--- src/rtl/ofm_writer.sv ---
// ofm_writer: converts the conv_blk result stream into output-feature-map BRAM writes.
// Define OFM_WRITER_MAXPOOL_EN to insert 2x2 / stride-2 signed max pooling before the write.
module ofm_writer #(
    parameter int KERNEL_SIZE = 3,
    parameter int FM_SIZE     = 6,
    parameter int PADDING     = 0,
    parameter int STRIDE      = 1,
    parameter int DATA_WIDTH  = 48,
    localparam int OUT_SIZE   = ((FM_SIZE - KERNEL_SIZE + 2 * PADDING) / STRIDE) + 1,
    localparam int POOL_SIZE  = OUT_SIZE / 2,
    localparam int ADDR_WIDTH = $clog2(OUT_SIZE ** 2)
) (
    input  logic                         i_clk,
    input  logic                         i_rst,
    input  logic                         i_go,
    input  logic                         i_en,
    input  logic signed [DATA_WIDTH-1:0] i_data,
    output logic                         o_wr_en,
    output logic        [ADDR_WIDTH-1:0] o_w_addr,
    output logic signed [DATA_WIDTH-1:0] o_data,
    output logic                         o_busy,
    output logic                         o_done,
    output logic                         o_err
);

    localparam int NUM_SAMPLES = OUT_SIZE * OUT_SIZE;
    localparam int CNT_W       = $clog2(NUM_SAMPLES + 1);
    localparam int RC_W        = (OUT_SIZE > 1) ? $clog2(OUT_SIZE) : 1;

    typedef enum logic [0:0] {S_IDLE = 1'b0, S_COLLECT = 1'b1} state_t;

    state_t                       state_q, state_d;
    logic        [CNT_W-1:0]      cnt_q, cnt_d;
    logic        [RC_W-1:0]       row_q, row_d, col_q, col_d;
    logic        [ADDR_WIDTH-1:0] addr_q, addr_d;
    logic                         wr_en_q, wr_en_d;
    logic        [ADDR_WIDTH-1:0] w_addr_q, w_addr_d;
    logic signed [DATA_WIDTH-1:0] data_q, data_d;
    logic                         busy_q, busy_d;
    logic                         done_q, done_d;
    logic                         err_q, err_d;

    logic arm;
    logic accept;
    logic last_sample;

    assign arm         = i_go && (state_q == S_IDLE);
    assign accept      = i_en && (state_q == S_COLLECT);
    assign last_sample = (cnt_q == CNT_W'(NUM_SAMPLES - 1));

`ifdef OFM_WRITER_MAXPOOL_EN
    localparam int POOL_DEPTH = (POOL_SIZE > 0) ? POOL_SIZE : 1;
    localparam int PIDX_W     = (POOL_DEPTH > 1) ? $clog2(POOL_DEPTH) : 1;

    logic signed [DATA_WIDTH-1:0] h_q, h_d;
    logic signed [DATA_WIDTH-1:0] rowbuf_q [POOL_DEPTH];
    logic signed [DATA_WIDTH-1:0] rowbuf_d [POOL_DEPTH];
    logic        [PIDX_W-1:0]     pidx;
    logic signed [DATA_WIDTH-1:0] m_pair, m_quad;
    logic                         pool_wr;

    // Pooling datapath: strict '>' keeps the earlier value on ties.
    always_comb begin
        h_d      = h_q;
        rowbuf_d = rowbuf_q;
        pool_wr  = 1'b0;
        pidx     = PIDX_W'(col_q >> 1);
        m_pair   = (i_data > h_q) ? i_data : h_q;
        m_quad   = (m_pair > rowbuf_q[pidx]) ? m_pair : rowbuf_q[pidx];
        if (accept) begin
            if (!col_q[0]) begin
                h_d = i_data;
            end else if (!row_q[0]) begin
                rowbuf_d[pidx] = m_pair;
            end else begin
                pool_wr = 1'b1;
            end
        end else begin
            h_d = h_q;
        end
    end

    // Pooling registers
    always_ff @(posedge i_clk) begin
        if (!i_rst) begin
            h_q <= {DATA_WIDTH{1'b0}};
            for (int i = 0; i < POOL_DEPTH; i++) begin
                rowbuf_q[i] <= {DATA_WIDTH{1'b0}};
            end
        end else begin
            h_q      <= h_d;
            rowbuf_q <= rowbuf_d;
        end
    end
`endif

    // State register
    always_ff @(posedge i_clk) begin
        if (!i_rst) begin
            state_q <= S_IDLE;
        end else begin
            state_q <= state_d;
        end
    end

    // Next-state logic
    always_comb begin
        state_d = state_q;
        case (state_q)
            S_IDLE: begin
                if (i_go) state_d = S_COLLECT;
                else      state_d = S_IDLE;
            end
            S_COLLECT: begin
                if (i_en && last_sample) state_d = S_IDLE;
                else                     state_d = S_COLLECT;
            end
            default: state_d = S_IDLE;
        endcase
    end

    // Counters and registered write-port outputs
    always_comb begin
        cnt_d    = cnt_q;
        row_d    = row_q;
        col_d    = col_q;
        addr_d   = addr_q;
        wr_en_d  = 1'b0;
        w_addr_d = w_addr_q;
        data_d   = data_q;
        done_d   = accept && last_sample;
        busy_d   = (state_d == S_COLLECT);
        err_d    = err_q | (i_en && (state_q == S_IDLE));
        if (arm) begin
            cnt_d  = {CNT_W{1'b0}};
            row_d  = {RC_W{1'b0}};
            col_d  = {RC_W{1'b0}};
            addr_d = {ADDR_WIDTH{1'b0}};
        end else if (accept) begin
            cnt_d = cnt_q + CNT_W'(1);
            if (col_q == RC_W'(OUT_SIZE - 1)) begin
                col_d = {RC_W{1'b0}};
                row_d = row_q + RC_W'(1);
            end else begin
                col_d = col_q + RC_W'(1);
                row_d = row_q;
            end
`ifdef OFM_WRITER_MAXPOOL_EN
            if (pool_wr) begin
                wr_en_d  = 1'b1;
                w_addr_d = addr_q;
                data_d   = m_quad;
                addr_d   = addr_q + ADDR_WIDTH'(1);
            end else begin
                wr_en_d  = 1'b0;
            end
`else
            wr_en_d  = 1'b1;
            w_addr_d = addr_q;
            data_d   = i_data;
            addr_d   = addr_q + ADDR_WIDTH'(1);
`endif
        end else begin
            cnt_d = cnt_q;
        end
    end

    // Datapath registers
    always_ff @(posedge i_clk) begin
        if (!i_rst) begin
            cnt_q    <= {CNT_W{1'b0}};
            row_q    <= {RC_W{1'b0}};
            col_q    <= {RC_W{1'b0}};
            addr_q   <= {ADDR_WIDTH{1'b0}};
            wr_en_q  <= 1'b0;
            w_addr_q <= {ADDR_WIDTH{1'b0}};
            data_q   <= {DATA_WIDTH{1'b0}};
            busy_q   <= 1'b0;
            done_q   <= 1'b0;
            err_q    <= 1'b0;
        end else begin
            cnt_q    <= cnt_d;
            row_q    <= row_d;
            col_q    <= col_d;
            addr_q   <= addr_d;
            wr_en_q  <= wr_en_d;
            w_addr_q <= w_addr_d;
            data_q   <= data_d;
            busy_q   <= busy_d;
            done_q   <= done_d;
            err_q    <= err_d;
        end
    end

    assign o_wr_en  = wr_en_q;
    assign o_w_addr = w_addr_q;
    assign o_data   = data_q;
    assign o_busy   = busy_q;
    assign o_done   = done_q;
    assign o_err    = err_q;

endmodule

--- config.mk ---
export PLATFORM = sky130hd
export DESIGN_NAME = ofm_writer
export DESIGN_NICKNAME = d
export VERILOG_FILES = /design/src/rtl/ofm_writer.sv
export SDC_FILE = /design/constraint.sdc
export NUM_CORES = 1
export LEC_CHECK = 0
export ABC_CLOCK_PERIOD_IN_PS = 1700
export BUFFER_PORTS_ARGS = -buffer_cell sky130_fd_sc_hd__buf_4
export CAP_MARGIN = 25
export CORE_AREA = 2 2 80 74
export CTS_CLUSTER_SIZE = 14
export DETAILED_ROUTE_END_ITERATION = 8
export DIE_AREA = 0 0 82 76
export GPL_TIMING_DRIVEN = 0
export PLACE_DENSITY = 0.87
export SLEW_MARGIN = 10
export SYNTH_ARGS = -nofsm -noshare
export SYNTH_HDL_FRONTEND = slang
export SYNTH_SLANG_ARGS = --single-unit
--- constraint.sdc ---
create_clock -name i_clk -period 1.7 [get_ports i_clk]
set_input_delay 0.17 -clock i_clk [delete_from_list [all_inputs] [get_ports i_clk]]
set_output_delay 0.17 -clock i_clk [all_outputs]
set_load 0.1 [all_outputs]
Yosys cells after proc, flatten, opt, wreduce, memory -nomap -nowiden
Index checks and enable logic that the tools add are counted.

operators by class
  add/sub/neg operators = 2
  eq/ne operators = 1
  multiplexer cells = 4
  bitwise operators = 4
  reductions and logical operators = 7

operator list
  operator                                                                number
  5-bit by 1-bit adder with 5-bit output (second input constant)          1
  5-bit by 4-bit equality test with 1-bit output (second input constant)  1
  1-bit logical AND                                                       5
  4-bit by 1-bit adder with 4-bit output (second input constant)          1
  1-bit two-way mux                                                       3
  1-bit NOT                                                               3
  1-bit one-hot mux with 2 select lines                                   1
  2-bit AND reduction                                                     1
  2-bit OR reduction                                                      1
  1-bit bitwise OR                                                        1

storage, ports and cells
  register bits after elaboration = 65
  output and inout bits = 56
  logic and storage cells = 26

Longest topological paths before layout
Gate-level depths: netlist of run 1.

  depth in word-level cells = 4
  mapped depth = 7
  depth with buffers taken out = 4

Worst setup path before layout of run 1
Ideal clock, no wire load.

  path type = register to register
  from = register, netlist name o_busy
  to = register data_q[14], in the netlist o_data[14]
  library setup time = 0.070 ns
  arrival = 1.820 ns
  required time = 1.630 ns
  slack = -0.190 ns
  cell stages (with the launch flop) = 8
  period minus slack after synthesis = 1.890 ns
  cells stage by stage = dfxtp_1 -> buf_4 -> and2_4 -> buf_6 -> buf_6 -> buf_6 -> nand2_1 -> a21boi_1

RTL lines
  what                  line  RTL
  to (signal assigned)  177   data_q <= {DATA_WIDTH{1'b0}};
  to (signal assigned)  188   data_q <= data_d;
  to (decl)             38    logic signed [DATA_WIDTH-1:0] data_q, data_d;

Final worst setup path of run 1
  from = register cnt_q[0]
  to = register cnt_q[4]

on the way
  cells in the longest elaborated chain, start to end = 1

ends and longest elaborated chain
  what                                    line  RTL
  from (decl)                             33    logic [CNT_W-1:0] cnt_q, cnt_d;
  from (signal assigned)                  171   cnt_q <= {CNT_W{1'b0}};
  from (signal assigned)                  182   cnt_q <= cnt_d;
  5-bit by 1-bit adder with 5-bit output  140   cnt_d = cnt_q + CNT_W'(1);

No other way between the ends.
A chain may end at the register's enable or synchronous reset.

==> results of run 1 <==
## cells by family (layout without fill, tap and decap cells)
kind of cell | count (synthesis) | after routing
compound gates | 63 | 63
simple gates | 125 | 125
buf+inv | 22 | 145
flops | 65 | 65
xor+xnor | 4 | 4
fa+ha+maj | 3 | 3
## power by group through the flow
stage          registers [uW]  logic [uW]  clock network, uW
2_1_floorplan            2010         152                  0
3_3_place_gp             1640         724                  0
3_5_place_dp             1640         731                  0
4_1_cts                  1610         733               1180
5_1_grt                  1610         767               1250
6_report                 1610         727               1140
## worst max-delay path by stage
stage	start	to	slack [ns]
2_1_floorplan	o_busy	o_data[14]	0.15
3_3_place_gp	cnt_q[0]	cnt_q[4]	0.47
3_5_place_dp	o_busy	o_data[18]	0.44
4_1_cts	cnt_q[0]	cnt_q[4]	0.42
5_1_grt	o_busy	o_data[4]	0.33
6_report	cnt_q[0]	cnt_q[4]	0.43
## flip-flops by register name, indices dropped and copies added (netlist names)
register	count
o_data	48
cnt_q	5
addr_q	4
o_w_addr	4
o_busy	1
o_done	1
o_err	1
o_wr_en	1
## cell usage after synthesis
| master | n | area (sq um) |
|---|---|---|
| nand2_1 | 109 | 409.1 |
| and2_4 | 1 | 8.760 |
| a21boi_1 | 10 | 75.07 |
| buf_6 | 8 | 90.09 |
| and2_1 | 1 | 6.260 |
| xor2_1 | 2 | 17.52 |
| ha_1 | 3 | 37.54 |
| o21a_1 | 1 | 7.510 |
| dfxtp_1 | 65 | 1301 |
| inv_1 | 2 | 7.510 |
| o21ai_1 | 1 | 5.000 |
| xnor2_1 | 2 | 17.52 |
| a211oi_1 | 1 | 7.510 |
| a21boi_0 | 42 | 315.3 |
| buf_4 | 3 | 22.52 |
| clkbuf_1 | 5 | 18.77 |
| nor2_1 | 5 | 18.77 |
| nor2b_1 | 1 | 6.260 |
| o21ai_0 | 3 | 15.01 |
| nand3_1 | 4 | 20.02 |
| or3_1 | 2 | 12.51 |
| a21oi_1 | 5 | 25.02 |
| buf_2 | 4 | 20.02 |
| and3_1 | 2 | 12.51 |
## worst reg2reg max path: stages, from the launching register on
cell and delay (ns):
dfxtp_1 0.34, ha_1 0.21, and3_1 0.18, ha_1 0.27, a211oi_1 0.19
## through the flow
step           cell area [sq um]  utilization  setup slack, ns  total power, uW  hold WS [ns]
2_1_floorplan               2479            -           0.1450             2161        0.3049
3_3_place_gp                3369       0.6165           0.4654             2364        0.4183
3_5_place_dp                3369       0.6165           0.4448             2374        0.4270
4_1_cts                     3543       0.6484           0.4200             3518       0.06379
5_1_grt                     3543       0.6484           0.3271             3635       0.07016
6_report                    3543       0.6484           0.4308             3478       0.07846
## final cells by class
class	count	area, sq um
fill	454	1922
sequential	65	1303
multi-input combinational	195	1017
timing repair buffer	107	803.3
clock buffer	13	158.9
buffer	20	151.4
tap	70	87.58
clock inverter	3	15.01
inverter	2	7.507
## placed cells by master (no fill, tap or decap), drive strengths merged, types with 3 or more instances in the layout
cell type	netlist	layout
a21boi	52	52
a21oi	5	5
buf	15	122
clkbuf	5	18
clkinv	0	3
dfxtp	65	65
ha	3	3
nand2	109	109
nand3	4	4
nor2	5	5
o21ai	4	4
## metal layers
layer | vias to the layer above | global-route usage | routed length [um]
li1 | 1145 | - | -
met1 | 1008 | 0.1983 | 2266
met2 | 64 | 0.3268 | 2797
met3 | 6 | 0.08412 | 438
met4 | 0 | 0.04833 | 50
met5 | - | 0 | 0
==> flow_metrics.py, run 1 <==
metrics = {
    "run_status": {
        "status": "completed",
    },
    "power_and_ir_drop": {
        "p_seq_frac": 0.462,
        "ir_worst_vdd_mv": 0.5841,
        "internal-power_uw": 2397,
        "switching_share": 0.3109,
        "p_leak_uw": 0.001540,
        "p_switching_uw": 1081,
        "power_frac_clock": 0.329,
        "comb_power_share": 0.209,
        "powerDensity_nw_per_um2": 981.6,
    },
    "timing": {
        "rsz0062_at_grt": "no",
        "hold_violations": 0,
        "fin_skew_ns": 0.003331,
        "finalSetupViolations": 0,
        "setup_tns_ns": 0,
        "relSlewSlack": 0.5621,
        "fin_crit_sh": 0.7466,
        "fmax_mhz": 787.9,
        "period_needed_ns": 1.269,
        "slew_violations": 0,
        "max_slew.worst_pin.slew_ns": 0.6525,
    },
    "die": {
        "dieArea_sq_um": 6232,
        "start_util": 0.4533,
        "die_h_um": 76,
        "ios": 108,
        "core_area_sq_um": 5465,
        "fp-row-count": 26,
        "die_x_um": 82,
    },
    "synth": {
        "yosys-mux-area-fraction": 0,
        "synth_compound_area_frac": 0.1818,
        "synth_top_family_by_area": "simple AND/OR/NAND/NOR gates",
        "synth_area_per_cell_sq_um": 8.785,
        "yosysSeqAreaShare": 0.5253,
        "synth_nets": 337,
        "syn_area_sq_um": 2477,
        "yosys_register_bits": 65,
        "ys_warn_count": 0,
        "synth-simple-area-share": 0.1995,
        "ys_types": 24,
        "synth-xor-area-share": 0.01414,
        "synth_adder_area_share": 0.01515,
        "synthCells": 282,
    },
    "clock_network": {
        "htreeDepth": 3,
        "clk_pin_slew_ns": 0.06,
        "postCtsSetupRepairBufs": 0,
        "cts_buffers": 9,
        "cts_hold_buf": 0,
        "cts_root_buf": "clkbuf_8",
        "cts_tree": "built",
        "clock_latency_ns": 0.33,
        "postCtsResizedCells": 0,
        "cts.sinks": 65,
        "clock_path_buffers": 2,
    },
    "grt": {
        "grt_pass1_vias": 2131,
        "grt_first_pass_wirelength_mm": 9.059,
        "grt_usage": 0.1861,
        "grt_max_degree": 11,
        "antenna_found_initial": 0,
        "grt-ovfl-total": 0,
    },
    "final_layout": {
        "final_net_count": 455,
        "drive_gt1_frac": 0.3407,
        "area_growth_pct": 43.03,
        "layoutNonFillerInstCount": 475,
        "n_antenna_cell": 0,
    },
    "worst_hold_path": {
        "min_from": "i_data[20]",
        "min_to": "o_data[20]",
        "holdPathStages": 3,
        "hold_class": "input port to flip-flop",
    },
    "routing": {
        "drc": 0,
        "wirelength_mm": 5.553,
        "routedWlPerCell_um": 11.69,
        "first_pass_iters": 4,
        "drt_iter0_markers": 48,
        "antenna_left": 0,
        "vias_per_cell": 4.680,
        "dr_total_vias": 2223,
    },
    "critical_path": {
        "critPathBufInv": 0,
        "start_kind": "flip-flop",
        "path_cells": "ha_1 > and3_1 > ha_1 > a211oi_1",
        "r2r_slack_ns": 0.43,
        "arrival_ns": 1.52,
        "cp_common_cell": "ha_1",
        "slowest_stage": "dfxtp_1",
        "r2r_start": "cnt_q[0]",
        "path_class": "flip-flop to flip-flop",
        "required_ns": 1.95,
        "critPathTopFamily": "adder cells",
        "cpPeakStageDelay_ns": 0.34,
        "cp_num_cells": 4,
        "reg2reg_to": "cnt_q[4]",
        "crit_path_end_kind": "flip-flop",
        "worstRegToRegCells": 4,
        "crit_fanout": 3,
    },
    "place": {
        "dp.cells": 459,
        "hpwl_mm": 4.224,
        "place_congestion": 0.7779,
        "numPortBuffers": 107,
    },
    "job": {
        "maxCapViolCount": 0,
    },
}
Power figures use the tool's default switching activity.
==> inputs of run 2 (changes only) <==
- ABC_CLOCK_PERIOD_IN_PS: 1700 -> 1100
- CORE_AREA: 2 2 80 74 -> 2 2 84 78
- DIE_AREA: 0 0 82 76 -> 0 0 86 80
- PLACE_DENSITY: 0.87 -> 0.83
- clock period: 1.7 -> 1.1 ns (I/O delays scaled with it)
==> flow_metrics.py, run 2 (same netlist as run 1, synthesis figures left out) <==
metrics = {
    "run_status": {
        "status": "complete, but fails checks",
        "violations": "negative setup slack",
    },
    "worst_hold_path": {
        "hold_class": "input port to flip-flop",
        "holdPathStages": 3,
        "min_to": "o_data[40]",
        "min_from": "i_data[40]",
    },
    "critical_path": {
        "cpPeakStageDelay_ns": 0.36,
        "required_ns": 1.36,
        "path_class": "flip-flop to flip-flop",
        "arrival_ns": 1.50,
        "start_kind": "flip-flop",
        "slowest_stage": "dfxtp_4",
        "r2r_slack_ns": -0.14,
        "crit_fanout": 5,
        "worstRegToRegCells": 6,
        "reg2reg_to": "o_busy",
        "cp_num_cells": 6,
        "critPathTopFamily": "buffers and inverters",
        "critPathBufInv": 4,
        "r2r_start": "o_busy",
        "path_cells": "buf_6 > and2_4 > buf_12 > buf_8 > buf_4 > a21oi_2",
        "crit_path_end_kind": "flip-flop",
    },
    "final_layout": {
        "multi_input_area_sq_um": 1311,
        "regArea_sq_um": 1321,
        "largest_register_ffs": 48,
        "fillers": 435,
        "n_antenna_cell": 0,
        "layoutNonFillerInstCount": 499,
        "final_cell_mix": "nand2_1, buf_4, dfxtp_1, buf_6, a21boi_1",
        "final_net_count": 478,
        "drive_gt1_frac": 0.5246,
        "final_util": 0.7221,
        "area_growth_pct": 74.29,
    },
    "die": {
        "ios": 108,
        "start_util": 0.4143,
        "die_x_um": 86,
        "die_h_um": 80,
        "dieArea_sq_um": 6880,
        "fp-row-count": 27,
        "core_area_sq_um": 5979,
    },
    "grt": {
        "grt_max_degree": 11,
        "grt_first_pass_wirelength_mm": 10.97,
        "grt-ovfl-total": 0,
        "antenna_found_initial": 0,
        "grt_pass1_vias": 2428,
        "grt_usage": 0.2049,
    },
    "timing": {
        "fmax_mhz": 807.2,
        "relSlewSlack": 0.7524,
        "max_slew.worst_pin.slew_ns": 0.3714,
        "rsz0062_at_grt": "yes",
        "period_needed_ns": 1.239,
        "finalSetupViolations": 53,
        "slew_violations": 0,
        "hold_violations": 0,
        "setup_tns_ns": -4.059,
        "worst_slack_ns": -0.1389,
        "fin_crit_sh": 1.126,
        "fin_skew_ns": 0.002897,
    },
    "clock_network": {
        "clock_path_buffers": 2,
        "clk_pin_slew_ns": 0.06,
        "clock_latency_ns": 0.33,
        "cts_root_buf": "clkbuf_8",
        "cts_tree": "built",
        "cts.sinks": 65,
        "htreeDepth": 3,
        "cts_buffers": 9,
    },
    "routing": {
        "drt_iter0_markers": 60,
        "first_pass_iters": 4,
        "routedWlPerCell_um": 14.69,
        "vias_per_cell": 4.900,
        "drc": 0,
        "antenna_left": 0,
        "wirelength_mm": 7.330,
        "dr_total_vias": 2445,
    },
    "place": {
        "numPortBuffers": 107,
        "place_congestion": 0.7962,
        "hpwl_mm": 4.458,
        "dp.cells": 461,
    },
    "power_and_ir_drop": {
        "power_uw": 5820,
        "powerDensity_nw_per_um2": 1348,
        "ir_worst_vdd_mv": 0.7082,
        "p_leak_uw": 0.001889,
    },
    "job": {
        "maxCapViolCount": 0,
    },
}
run 2: cell count changes in the layout (fill, tap and decap cells not counted), moves of 7 or more:
cell,delta
dfxtp_1,-7
nand2_2,+11
buf_4,-26
buf_6,+38
a21boi_2,+13
a21boi_0,-42
a21boi_1,+29
nand2_4,+14
nand2_1,-25
run 2: worst reg2reg max path, stage by stage, from the launching register on:
cell and delay (ns):
dfxtp_4 0.36, buf_6 0.13, and2_4 0.17, buf_12 0.14, buf_8 0.13, buf_4 0.13
a21oi_2 0.11
run 2: layout make-up:
type                    instances  share of cell area
plain buffers                  19             0.04549
clock buffers                  13             0.04173
clock inverters                 2            0.002318
inverters                       2            0.001739
multi-input cells             196              0.3037
flip-flops and latches         65              0.3060
well taps                      72             0.02086
repair buffers                130              0.2782
run 2: stage by stage:
stage / setup WS, ns / area (sq um) / hold slack (ns)
2_1_floorplan: -0.2590 / 2497 / 0.2449
3_3_place_gp: -0.1145 / 3391 / 0.3586
3_5_place_dp: -0.1756 / 3391 / 0.3695
4_1_cts: -0.1247 / 3872 / 0.01370
5_1_grt: -0.1730 / 4318 / 0.02268
6_report: -0.1389 / 4318 / 0.01970
run 2: repair_timing:
item / in CTS / in global routing
endpoints found under the setup margin: 63 / 96
setup buffers: 9 / 5
pin swaps: 4 / 41
gates resized for setup: 77 / 101
gates cloned: 8 / 2
hold buffers: 0 / 0
run 2: routing by layer:
| layer | track usage | wire length [um] | vias up |
|---|---|---|---|
| met4 | 0.09524 | 150 | 0 |
| li1 | - | - | 1197 |
| met1 | 0.2334 | 3004 | 1162 |
| met5 | 0 | 0 | - |
| met3 | 0.04757 | 413 | 15 |
| met2 | 0.3612 | 3761 | 71 |
run 2: power by group:
| group | internal (uW) | switching [uW] | total [uW] | leakage, uW |
|---|---|---|---|---|
| registers | 2440 | 58.6 | 2490 | 0.000533 |
| logic | 505 | 902 | 1410 | 0.00126 |
| clock network | 1060 | 860 | 1920 | 0.000100 |
run 2: how the worst max path moves through the flow:
stage                   from          to  slack [ns]
floorplan             o_busy  o_data[14]       -0.26
global placement      o_busy  o_data[17]       -0.11
detailed placement  cnt_q[0]    cnt_q[4]       -0.18
CTS                   o_busy    cnt_q[0]       -0.12
global route          o_busy    cnt_q[0]       -0.17
finish                o_busy      o_busy       -0.14
